[config.mk]
export PLATFORM = sky130hd
export DESIGN_NAME = index_unpacked_streamer_flat
export DESIGN_NICKNAME = d
export VERILOG_FILES = /design/src/rtl/index_unpacked_pkg.sv /design/src/rtl/index_unpacked_streamer_if.sv /design/src/rtl/index_unpacked_regfile.sv /design/src/rtl/index_unpacked_streamer.sv /design/src/flat_wrapper.sv
export SDC_FILE = /design/constraint.sdc
export NUM_CORES = 1
export LEC_CHECK = 0
export BUFFER_PORTS_ARGS = -buffer_cell sky130_fd_sc_hd__clkbuf_2
export CAP_MARGIN = 20
export CORE_UTILIZATION = 30
export DETAILED_ROUTE_END_ITERATION = 10
export PLACE_DENSITY = 0.46
export SLEW_MARGIN = 20
export SYNTH_ARGS = -nofsm -noshare
export SYNTH_HDL_FRONTEND = slang
export SYNTH_SLANG_ARGS = --single-unit
[constraint.sdc]
create_clock -name clk -period 1.6 [get_ports clk]
set_input_delay 0.16 -clock clk [delete_from_list [all_inputs] [get_ports clk]]
set_output_delay 0.16 -clock clk [all_outputs]
set_load 0.05 [all_outputs]
[src/rtl/index_unpacked_pkg.sv]
// rtl/index_unpacked_pkg.sv - shared types, FSM states and reset values for the index streamer
// Contents: entry_t / entry_arr_t (default 3 x 8-bit geometry), state_t, reset_byte().
// Optional macro INDEX_UNPACKED_STREAMER_CSUM_EN adds the CSUM state to state_t.
package index_unpacked_pkg;

    localparam int DEF_DEPTH = 3;
    localparam int DEF_WIDTH = 8;

    typedef logic [DEF_WIDTH-1:0] entry_t;
    typedef entry_t entry_arr_t [DEF_DEPTH];

`ifdef INDEX_UNPACKED_STREAMER_CSUM_EN
    typedef enum logic [1:0] {
        IDLE   = 2'd0,
        STREAM = 2'd1,
        DONE   = 2'd2,
        CSUM   = 2'd3
    } state_t;
`else
    typedef enum logic [1:0] {
        IDLE   = 2'd0,
        STREAM = 2'd1,
        DONE   = 2'd2
    } state_t;
`endif

    // Reset pattern AA, BB, CC, ... computed in 8-bit arithmetic (wraps at 256);
    // callers zero-extend or truncate to their entry width.
    function automatic logic [7:0] reset_byte(input int i);
        logic [7:0] k;
        k = 8'(i);
        return 8'hAA + k * 8'h11;
    endfunction

endpackage

[src/rtl/index_unpacked_streamer_if.sv]
// rtl/index_unpacked_streamer_if.sv - output beat stream interface for the index streamer
// Signals: out_valid/out_data/out_idx (master -> slave), out_ready (slave -> master).
interface index_unpacked_streamer_if #(
    parameter int DEPTH = 3,
    parameter int WIDTH = 8
);
    localparam int IDX_W = (DEPTH > 1) ? $clog2(DEPTH) : 1;

    logic             out_valid;
    logic             out_ready;
    logic [WIDTH-1:0] out_data;
    logic [IDX_W-1:0] out_idx;

    modport master (output out_valid, output out_data, output out_idx, input out_ready);
    modport slave  (input out_valid, input out_data, input out_idx, output out_ready);
endinterface

[src/rtl/index_unpacked_regfile.sv]
// rtl/index_unpacked_regfile.sv - flop array with range-checked write port and read mux
// Ports: clk, rst (async active-high), wr_en/wr_idx/wr_data write port,
//        wr_err (one-cycle pulse on out-of-range write), rd_idx -> rd_data (combinational).
module index_unpacked_regfile
    import index_unpacked_pkg::*;
#(
    parameter int DEPTH = 3,
    parameter int WIDTH = 8,
    localparam int IDX_W = (DEPTH > 1) ? $clog2(DEPTH) : 1
) (
    input  logic             clk,
    input  logic             rst,
    input  logic             wr_en,
    input  logic [IDX_W-1:0] wr_idx,
    input  logic [WIDTH-1:0] wr_data,
    output logic             wr_err,
    input  logic [IDX_W-1:0] rd_idx,
    output logic [WIDTH-1:0] rd_data
);

    logic [WIDTH-1:0] mem [DEPTH];
    logic             wr_in_range;
    logic             rd_in_range;

    // Extra top bit so DEPTH itself is representable in the compare.
    assign wr_in_range = ({1'b0, wr_idx} < (IDX_W+1)'(DEPTH));
    assign rd_in_range = ({1'b0, rd_idx} < (IDX_W+1)'(DEPTH));

    always_ff @(posedge clk or posedge rst) begin
        if (rst) begin
            for (int i = 0; i < DEPTH; i++) begin
                mem[i] <= WIDTH'(reset_byte(i));
            end
            wr_err <= 1'b0;
        end else begin
            wr_err <= wr_en && !wr_in_range;
            for (int i = 0; i < DEPTH; i++) begin
                if (wr_en && wr_in_range && (wr_idx == IDX_W'(i))) begin
                    mem[i] <= wr_data;
                end
            end
        end
    end

    // Reads see flop contents, so a same-edge write and load returns the old value.
    assign rd_data = rd_in_range ? mem[rd_idx] : '0;

endmodule

[src/rtl/index_unpacked_streamer.sv]
// rtl/index_unpacked_streamer.sv - streams an unpacked register array as indexed beats
// Ports: clk, rst (async active-high), wr_en/wr_idx/wr_data element write, start,
//        busy, done (one-cycle pulse), wr_err, stream (master: out_valid/out_data/out_idx/out_ready).
// Optional macro INDEX_UNPACKED_STREAMER_CSUM_EN appends an XOR checksum beat.
module index_unpacked_streamer
    import index_unpacked_pkg::*;
#(
    parameter int DEPTH = 3,
    parameter int WIDTH = 8,
    localparam int IDX_W = (DEPTH > 1) ? $clog2(DEPTH) : 1
) (
    input  logic             clk,
    input  logic             rst,
    input  logic             wr_en,
    input  logic [IDX_W-1:0] wr_idx,
    input  logic [WIDTH-1:0] wr_data,
    input  logic             start,
    output logic             busy,
    output logic             done,
    output logic             wr_err,
    index_unpacked_streamer_if.master stream
);

    state_t           state;
    state_t           state_nxt;
    logic             valid_q;
    logic [WIDTH-1:0] data_q;
    logic [IDX_W-1:0] idx_q;
    logic [IDX_W-1:0] rd_idx;
    logic [WIDTH-1:0] rd_data;
    logic             accept;
    logic             last_beat;
`ifdef INDEX_UNPACKED_STREAMER_CSUM_EN
    logic [WIDTH-1:0] csum_q;
`endif

    index_unpacked_regfile #(.DEPTH(DEPTH), .WIDTH(WIDTH)) u_regfile (
        .clk     (clk),
        .rst     (rst),
        .wr_en   (wr_en),
        .wr_idx  (wr_idx),
        .wr_data (wr_data),
        .wr_err  (wr_err),
        .rd_idx  (rd_idx),
        .rd_data (rd_data)
    );

    assign accept    = valid_q & stream.out_ready;
    assign last_beat = (idx_q == IDX_W'(DEPTH-1));
    // Address of the beat that the next load would take.
    assign rd_idx    = (state == IDLE) ? '0 : idx_q + 1'b1;

    always_ff @(posedge clk or posedge rst) begin
        if (rst) begin
            state <= IDLE;
        end else begin
            state <= state_nxt;
        end
    end

    always_comb begin
        state_nxt = state;
        case (state)
            IDLE:    if (start) state_nxt = STREAM;
`ifdef INDEX_UNPACKED_STREAMER_CSUM_EN
            STREAM:  if (accept && last_beat) state_nxt = CSUM;
            CSUM:    if (accept) state_nxt = DONE;
`else
            STREAM:  if (accept && last_beat) state_nxt = DONE;
`endif
            DONE:    state_nxt = IDLE;
            default: state_nxt = IDLE;
        endcase
    end

    always_comb begin
        busy = (state != IDLE);
        done = (state == DONE);
    end

    // Output register: a beat is captured from the array at load time and held
    // until accepted, so later writes to its index cannot disturb it.
    always_ff @(posedge clk or posedge rst) begin
        if (rst) begin
            valid_q <= 1'b0;
            data_q  <= '0;
            idx_q   <= '0;
`ifdef INDEX_UNPACKED_STREAMER_CSUM_EN
            csum_q  <= '0;
`endif
        end else begin
            case (state)
                IDLE: begin
                    if (start) begin
                        valid_q <= 1'b1;
                        idx_q   <= '0;
                        data_q  <= rd_data;
`ifdef INDEX_UNPACKED_STREAMER_CSUM_EN
                        csum_q  <= '0;
`endif
                    end
                end
                STREAM: begin
                    if (accept) begin
`ifdef INDEX_UNPACKED_STREAMER_CSUM_EN
                        csum_q <= csum_q ^ data_q;
`endif
                        if (!last_beat) begin
                            idx_q  <= idx_q + 1'b1;
                            data_q <= rd_data;
                        end else begin
`ifdef INDEX_UNPACKED_STREAMER_CSUM_EN
                            // Checksum beat reuses the last index; valid stays high.
                            data_q <= csum_q ^ data_q;
`else
                            valid_q <= 1'b0;
`endif
                        end
                    end
                end
`ifdef INDEX_UNPACKED_STREAMER_CSUM_EN
                CSUM: begin
                    if (accept) valid_q <= 1'b0;
                end
`endif
                default: ;
            endcase
        end
    end

    assign stream.out_valid = valid_q;
    assign stream.out_data  = data_q;
    assign stream.out_idx   = idx_q;

endmodule

[src/flat_wrapper.sv]
// flat-port wrapper written by rule: the top's interface ports become plain ports
module index_unpacked_streamer_flat import index_unpacked_pkg::*;
#(
    parameter int DEPTH = 3,
    parameter int WIDTH = 8,
    localparam int IDX_W = (DEPTH > 1) ? $clog2(DEPTH) : 1
)
  (clk, rst, wr_en, wr_idx, wr_data, start, busy, done, wr_err, stream_out_valid, stream_out_data, stream_out_idx, stream_out_ready);
  index_unpacked_streamer_if #(.DEPTH(DEPTH), .WIDTH(WIDTH)) stream_i ();
  input  logic clk;
  input  logic rst;
  input  logic wr_en;
  input  logic [IDX_W-1:0] wr_idx;
  input  logic [WIDTH-1:0] wr_data;
  input  logic start;
  output logic busy;
  output logic done;
  output logic wr_err;
  output wire logic [$bits(stream_i.out_valid)-1:0] stream_out_valid;
  output wire logic [$bits(stream_i.out_data)-1:0] stream_out_data;
  output wire logic [$bits(stream_i.out_idx)-1:0] stream_out_idx;
  input wire logic [$bits(stream_i.out_ready)-1:0] stream_out_ready;
  assign stream_out_valid = stream_i.out_valid;
  assign stream_out_data = stream_i.out_data;
  assign stream_out_idx = stream_i.out_idx;
  assign stream_i.out_ready = stream_out_ready;
  index_unpacked_streamer #(.DEPTH(DEPTH), .WIDTH(WIDTH)) u_core (.clk(clk), .rst(rst), .wr_en(wr_en), .wr_idx(wr_idx), .wr_data(wr_data), .start(start), .busy(busy), .done(done), .wr_err(wr_err), .stream(stream_i));
endmodule
Word level (Yosys, flattened, before mapping)
Cells that the tools add are included. Widths: inputs -> output; s select.

Reductions and logical operators: 14. $add $sub $neg: 1. Magnitude comparators: 3. Eq/ne operators: 10. Bitwise logic cells: 2. Mux-type cells: 20.

Operators with widths (number): $mux 8 (6); $bmux 8 s2 (1); $pmux 8 s2 (1); $mux 2 (6); $pmux 2 s2 (2); $reduce_and 4->1 (2); $eq 2x2->1 const B (3); $logic_and 1x1->1 (6); $ne 2x1->1 const B (3); $eq 2x1->1 const B (2); $logic_not 2->1 (2); $lt 2x2->1 const B (2); $ne 2x2->1 const B (2); $reduce_bool 2->1 (2); $ge 3x3->1 const B (1); $mux 1 (3); $not 2->3 (1); $add 2x1->2 const B (1); $pmux 1 s2 (1); $reduce_and 2->1 (1); $and 1x1->1 (1); $logic_not 1->1 (1).

Logic and storage cells: 58. Register bits: 38. Output and inout bits: 14.

Logic depth before layout (Yosys ltp)
Gate-level depths: netlist of run 1.

Depth in word-level cells: 10. Mapped depth: 8. Gate-level depth less buffers: 6.

Cells and area by module
From an unflattened synthesis of run 1, not the netlist that was laid out.

Cells, all modules: 125. Area total of the unflattened synthesis: 1745.4 µm².

Modules (own cells, without submodules): index_unpacked_regfile (area each 1136.1 µm², times used 1, cells an instance 74); index_unpacked_streamer (area each 609.3 µm², times used 1, cells an instance 51).

Worst setup path after synthesis of run 1
OpenSTA, ideal clock, no wires.

Kind: register to register. Start: register u_core.idx_q[0], in the netlist u_core.stream.out_idx[0]. End: register u_core.data_q[5], in the netlist u_core.stream.out_data[5]. Path buffers: 3. Arrival time: 2.007 ns. Stages on the path, launching flop included: 8. Setup time: 0.110 ns. Path slack: -0.518 ns. Cells stage by stage: dfrtp_1 buf_2 inv_2 ha_1 buf_2 clkbuf_1 a211oi_1 o41ai_1.

Word-level cells in the longest chain between the ends: 10. Elaborated cells on any way between the ends: 15. Classes of those cells: add/sub (1); order compare (1); eq/ne (2); mux (9); bitwise (1); reduce/logical (1).

RTL lines: start: declaration (line index_unpacked_streamer.sv:28) `logic [IDX_W-1:0] idx_q;`; start signal: assignment (line index_unpacked_streamer.sv:109) `idx_q <= idx_q + 1'b1;`; $add 2x1->2 (line index_unpacked_streamer.sv:51) `assign rd_idx = (state == IDLE) ? '0 : idx_q + 1'b1;`; $mux 2 (line index_unpacked_streamer.sv:51); $not 2->3 (implied by the code) (line index_unpacked_regfile.sv:46) `assign rd_data = rd_in_range ? mem[rd_idx] : '0;`; $bmux 8 s2 (line index_unpacked_regfile.sv:46); $mux 8 (implied by the code) (2 in a row) (line index_unpacked_regfile.sv:46); $mux 8 (line index_unpacked_regfile.sv:46); $mux 8 (line index_unpacked_streamer.sv:108) `if (!last_beat) begin`; $mux 8 (line index_unpacked_streamer.sv:104) `if (accept) begin`; $pmux 8 s2 (line index_unpacked_streamer.sv:92) `case (state)`; end signal: assignment (line index_unpacked_streamer.sv:97) `data_q <= rd_data;`; end signal: assignment (line index_unpacked_streamer.sv:110) `data_q <= rd_data;`; end: declaration (line index_unpacked_streamer.sv:27) `logic [WIDTH-1:0] data_q;`.

Parallel ways exist; a longest one is shown, timed or not. The select of a mux whose other input is x is not followed. A chain may end at the register's enable or synchronous reset.

Worst setup path after layout of run 1
Ends and elaborated chain as after synthesis.

==> metrics.txt, run 1 <==
Worst Hold Launch=wr_data[5]; CP peak stage delay=420 ps; clock root buffer=clkbuf_8; setup repair after global routing missed its margin=false; Max-Cap Viols=0; Hold Crit Class=in2reg; Synth cell types=35; CP Launch Point=u_core.stream.out_idx[0]; GR Util All Layers=14.5%; drt first-iter violations=40; slew at the pin closest to its max-slew limit=369 ps; die boundary height=79.8 um; DR vias/cell=5.08; Worst R2R Start=u_core.stream.out_idx[0]; layout cells sized above 1=42.1%; Synth Instances=148; crit path launch type=register; Reg clk slew, reported paths=70 ps; Post-DP Area=2160 um2; clk_skew=3.39 ps; vias in the first global route=1,377; core area=5680 um2; Slew HR=75.2%; Yosys reg bits=38; P&R area growth vs syn=26.9%; Fin. Hold Viols=0; Tmin final=1550 ps; critical path class=reg2reg; DR top layer=met4; PwrDens=1620 nW/um2; crit end category=register; Tot Pwr=3740 uW; Multi-input gate area=867 um2; met2 WL=1980 um; initial antenna violation count=0; Final nets=205; Cell Area, Synth=1820 um2; Critical Path AT=1740 ps; synthesized net count=164; IO Pins=29; DR pass1 iterations=5; Hold Slack=112 ps; RD Place Congestion=0.772; WL/cell=15.6 um; Port Buffers=28; register area=970 um2; Worst Path Required=1780 ps; final setup fails=0; fin crit share=97.2%; Met1 Wirelength=1880 um; Starting Density=32.0%; CP max FO=18; CTS tree=built; Final HPWL DP=2910 um; die width=79.8 um; Max clock buf depth=2; status=finished, final reports clean; Slowest-stage cell, CP=dfrtp_2; die area=6370 um2; Skew-Pair Late Insertion Delay=290 ps; total global routing overflow=0; Final Max Slew Viols=0; clk sink count=38; cell area after layout=2300 um2; # fillers=565; Residual DRC=0; Seq/Total Area, Yosys=53.3%; pin count of the biggest net entering global routing=22; H-tree lvl count=2; ANT nets after route=0; num rows=27; drt total wl=4080 um; commonest non-fill, non-tap cell in the layout=clkbuf_2; most frequent cells in the layout=28 x clkbuf_2, 24 x mux2_1, 23 x dfrtp_1; maximum vdd drop=0.000741 V; syn avg cell area=12.3 um2; routed wl met3=150 um; via count=1,330; ant diodes=0; Leak=0.00101 uW; YS warnings=0; cell breakdown of the critical path=inv_8 > ha_4 > and4b_1 > o21ai_4 > buf_12 > o41ai_2; first-pass GRT wire length=6840 um; CTS Buf Count=5; f_max=0.643 GHz; Post-CTS Setup Inserts=0
[state kept, by name, summed over array words and instances (netlist names)]
register                 count
u_core.u_regfile.mem        24
u_core.stream.out_data       8
u_core.state                 2
u_core.u_regfile.wr_err      1
u_core.stream.out_idx        2
u_core.stream.out_valid      1
[where the power goes]
part	leakage (uW)	total, uW	switching [uW]	internal [uW]
Combinational	0.000516	1660	1090	566
Sequential	0.000442	1410	166	1250
Clock	0.0000482	669	322	347
Total	0.00101	3740	1580	2160
[worst max-delay path, delay by kind of cell, from the launching register on]
family | cells | cell delay [ps]
buffers and inverters | 2 | 200
adder cells (fa/ha/maj) | 1 | 150
flip-flops | 1 | 420
AO/OA/AOI/OAI | 2 | 400
AND/OR/NAND/NOR | 1 | 280
[per-stage QoR]
stage	TNS (ps)	utilization (%)	instances	setup WS, ps
detailed placement	0	38.0	253	22.8
finish	0	40.6	262	45.3
global placement	0	38.0	253	88.6
CTS	0	39.8	262	1.20
global route	0	40.6	262	2.65
floorplan	-1240	-	148	-179
[cell usage after synthesis, drive strengths merged]
library cell | count | area, um2
dfrtp | 24 | 601
o2bb2ai | 6 | 58.8
a21o | 6 | 45.0
nand3 | 1 | 5.00
nor2 | 15 | 72.6
a211oi | 8 | 60.1
a21oi | 4 | 20.0
a41oi | 1 | 8.76
clkbuf | 1 | 3.75
a22o | 1 | 8.76
o21ai | 4 | 31.3
dfstp | 14 | 368
and4b | 1 | 10.0
or4 | 1 | 7.51
buf | 7 | 47.5
nor2b | 1 | 6.26
a2111oi | 6 | 58.8
mux2 | 24 | 270
nor3 | 2 | 10.0
inv | 4 | 17.5
nor3b | 1 | 12.5
nand2 | 9 | 33.8
o41ai | 2 | 17.5
ha | 1 | 12.5
and3 | 1 | 6.26
o31ai | 1 | 7.51
nand3b | 2 | 15.0
[layout make-up]
class	count	share of cell area [%]
tap	72	3.91
multi-input combinational	98	37.6
clock buffer	7	3.75
sequential	38	42.1
timing repair buffer	42	11.3
clock inverter	1	0.217
inverter	4	1.09
[path summary, 6_finish.rpt]
| kind | end | slack (ps) | depth (start not counted) |
|---|---|---|---|
| setup / recovery | u_core.stream.out_data[5] | 50 | 6 |
| hold / removal | u_core.u_regfile.mem[5] | 110 | 2 |
| setup reg to reg | u_core.stream.out_data[5] | 50 | 6 |
| hold reg to reg | u_core.stream.out_data[3] | 480 | 1 |
| max in group asynchronous | u_core.u_regfile.mem[2] | 860 | 4 |
| min in group asynchronous | u_core.stream.out_idx[1] | 440 | 4 |
[per-layer routing]
metal  GRT usage [%]  up-vias
met5               0        -
met4            6.96        0
met3            3.54        6
met2            23.9       30
met1            17.7      663
li1                -      631
[repair_timing]
action / CTS / global route
hold buffers: 1 / 0
resized for setup: 0 / 5
setup endpoints to repair: 0 / 4
endpoints found under the hold margin: 24 / 0
[cell families (layout without fill, tap and decap cells)]
| logic type | count (synthesis) | count (layout) | synth area share, % |
|---|---|---|---|
| compound gates | 39 | 39 | 17.4 |
| flops | 38 | 38 | 53.3 |
| buf+inv | 12 | 54 | 3.79 |
| fa+ha+maj | 1 | 1 | 0.689 |
| mux | 24 | 24 | 14.9 |
| simple gates | 34 | 34 | 9.86 |
(Power assumes the default switching activity.)
==> run 2, diff against run 1 <==
--- a/config.mk
+++ b/config.mk
@@ -5,6 +5,7 @@
 export SDC_FILE = /design/constraint.sdc
 export NUM_CORES = 1
 export LEC_CHECK = 0
+export ABC_AREA = 1
 export BUFFER_PORTS_ARGS = -buffer_cell sky130_fd_sc_hd__clkbuf_2
 export CAP_MARGIN = 20
 export CORE_UTILIZATION = 30
==> run 2 against run 1 <==
  * Core utilization decreased by 2.6 points
  * Fmax up 15%
  * Area after synthesis shrank 1.2%
  * Global-route usage decreased by 0.80 points
  * Clock power rose by 1%
  * Clock-buffer cell count unchanged
  * Largest power group unchanged
  * Combinational power increased by 23%
  * Flip-flop and latch count unchanged
  * Hold slack got worse by 28 ps
  * Via count is 6.2% higher
  * Final area shrank 7.0%
  * Sequential power is essentially flat
==> metrics.txt, run 2 <==
# fillers=615 (+8.8%); Multi-input gate area=686 um2 (-21%); YS warnings=0 (unchanged); Biggest register=u_core.u_regfile.mem; CTS Buf Count=5 (unchanged); Final nets=271 (+32%); Slew HR=67.5% (-7.8 points); Synth cell types=17 (-51%); CP max FO=8 (-10); die width=79.3 um (-0.57%); final setup fails=0 (unchanged); Critical Path Stages=3 (-3); Tmin final=1350 ps (-203 ps); die boundary height=79.3 um (-0.57%); first-pass GRT wire length=6410 um (-6.2%); Residual DRC=0 (unchanged); maximum vdd drop=0.000877 V (+18%); most frequent cells in the layout=70 x nand2_1, 28 x clkbuf_2, 26 x o21ai_0; DR pass1 iterations=4 (-1); crit end category=primary output; Leak=0.00116 uW (+16%); most common cell in the netlist=nand2_1; status=finished, final reports clean; vias in the first global route=1,306 (-5.2%); num rows=27 (unchanged); Max clock buf depth=2 (unchanged); cell breakdown of the critical path=inv_2 > nand2_4 > clkbuf_2; CTS tree=built; Skew-Pair Late Insertion Delay=290 ps (about the same); Synth top cells by count=72 x nand2_1, 26 x o21ai_0, 25 x inv_1; ys async rst share=100% (unchanged); IO Pins=29 (unchanged); synthesized net count=236 (+44%); share of the synthesized area in the top cell type=33.5% (+0.39 points); f_max=0.740 GHz (+15%); Final HPWL DP=2630 um (-9.7%); # resized after CTS=0 (unchanged); Post-DP Area=2040 um2 (-5.3%); clk_skew=7.33 ps (+3.94 ps); Synth area leaders=dfrtp_1 33%, dfstp_2 21%, nand2_1 15%; GR Util All Layers=13.7% (-0.80 points); drt total wl=3890 um (-4.8%); Synth Instances=220 (+49%); cell family with most CP delay=flip-flops; total global routing overflow=0 (unchanged); Yosys reg bits=38 (unchanged); die area=6290 um2 (-1.1%); Critical Path AT=1190 ps (-550 ps); syn avg cell area=8.16 um2 (-34%); Hold Slack=83.7 ps (-28.1 ps); Post-synth EDFFs=0 (unchanged); Worst setup endpoint=busy; P&R area growth vs syn=19.5%; max reg flops=24 (unchanged); drt first-iter violations=116 (+190%); ANT nets after route=0 (unchanged); setup repair after global routing missed its margin=false; Cell Area, Synth=1790 um2 (-1.2%); Worst R2R Start=u_core.stream.out_idx[0]; ant diodes=0 (unchanged); via count=1,413 (+6.2%); Slowest-stage cell, CP=dfrtp_1; Starting Density=31.8% (-0.19 points); PwrDens=1930 nW/um2 (+19%); H-tree lvl count=2 (unchanged); DR vias/cell=4.31 (-15%); worst hold stages=3 (+1); commonest non-fill, non-tap cell in the layout=nand2_1; core area=5640 um2 (-0.60%); cell depth of the worst flop-to-flop path=7 (+1); Seq/Total Area, Yosys=54.0% (+0.63 points); cell area after layout=2140 um2 (-7.0%); Post-Route Utilization=38.0% (-2.6 points); Fin. Hold Viols=0 (unchanged); Tot Pwr=4130 uW (+10%); FF-to-FF End=u_core.stream.out_valid; Port Buffers=28 (unchanged); CP Launch Point=u_core.state[1]; layout cells sized above 1=27.7% (-14 points); slew at the pin closest to its max-slew limit=488 ps (+119 ps); DP Cell Count=319 (+26%); Final Max Slew Viols=0 (unchanged); pin count of the biggest net entering global routing=39 (+77%); clock root buffer=clkbuf_8; Hold Crit Class=in2reg; RD Place Congestion=0.741 (-4.0%); crit path launch type=register; worst path bufs/invs=2 (unchanged); fin crit share=84.5% (-13 points); Max-Cap Viols=0 (unchanged); r2r setup slk=300 ps (+250 ps); Final Non-Filler Cells=328 (+25%); critical path class=reg2out; Main synth FF type=dfrtp_1; register area=970 um2 (unchanged); WL/cell=11.9 um (-24%); initial antenna violation count=0 (unchanged); clk sink count=38 (unchanged); CP peak stage delay=410 ps (about the same); Worst Path Required=1440 ps (-340 ps); Post-CTS Setup Inserts=0 (unchanged); Reg clk slew, reported paths=70 ps (about the same); Synth area leader=dfrtp_1
-- run 2: cell types whose count changed in the layout (fill, tap and decap cells not counted), moves of 4 or more --
cell       delta
nand2_1      +61
mux2_1       -24
o21ai_0      +24
inv_1        +22
nand3_1      +19
a211oi_1      -7
a21o_1        -6
nor2_1        +6
buf_4         -5
o2bb2ai_1     -5
a2111oi_2     -4
a21oi_1       -4
-- run 2: layer usage --
metal | vias up | GRT usage [%] | wire, um
li1 | 753 | - | -
met4 | 0 | 5.45 | 47
met3 | 5 | 3.68 | 150
met1 | 629 | 18.8 | 2030
met2 | 26 | 20.3 | 1660
met5 | - | 0 | 0
-- run 2: logic make-up after synthesis --
| kind of cell | share of synthesized area, % |
|---|---|
| buffers and inverters | 9.21 |
| AND/OR/NAND/NOR | 27.1 |
| flip-flops | 54.0 |
| adder cells (fa/ha/maj) | 0.697 |
| AO/OA/AOI/OAI | 9.07 |
-- run 2: worst reg2reg max path: stages, from the launching register on --
cell and delay (ps):
dfrtp_2 410, inv_2 100, ha_4 160, inv_1 40
o21ai_0 230, inv_1 90, o22ai_1 110, inv_1 50
-- run 2: cell type report --
cell class | count | area share (%)
flip-flops and latches | 38 | 45.2
clock buffers | 7 | 4.03
well taps | 72 | 4.20
repair buffers | 36 | 9.46
clock inverters | 1 | 0.234
inverters | 27 | 4.85
multi-input cells | 147 | 32.0
-- run 2: how the worst min path moves through the flow --
stage,start,endpoint,slack [ps]
after detailed placement,rst,u_core.stream.out_valid,300
after global placement,rst,u_core.u_regfile.mem[10],290
after CTS,wr_idx[0],u_core.u_regfile.wr_err,80
final,wr_idx[0],u_core.u_regfile.wr_err,80
after floorplan,wr_idx[0],u_core.u_regfile.wr_err,270
after global routing,wr_idx[0],u_core.u_regfile.wr_err,80
-- run 2: report_power, final --
group	internal [uW]	total [uW]	leakage (uW)	switching, uW
clock	348	678	0.0000482	331
combinational	589	2040	0.000665	1450
sequential	1260	1410	0.000448	159
-- run 2: stage by stage --
step	worst slack (ps)	setup TNS (ps)
after floorplan	-21.3	-136
after global placement	290	0
after detailed placement	291	0
after CTS	233	0
after global routing	158	0
final	249	0
-- run 2: repair_timing --
action | 4_1_cts | 5_1_grt
hold buffers | 1 | 0
setup endpoints to repair | 0 | 0
hold endpoints to repair | 24 | 0
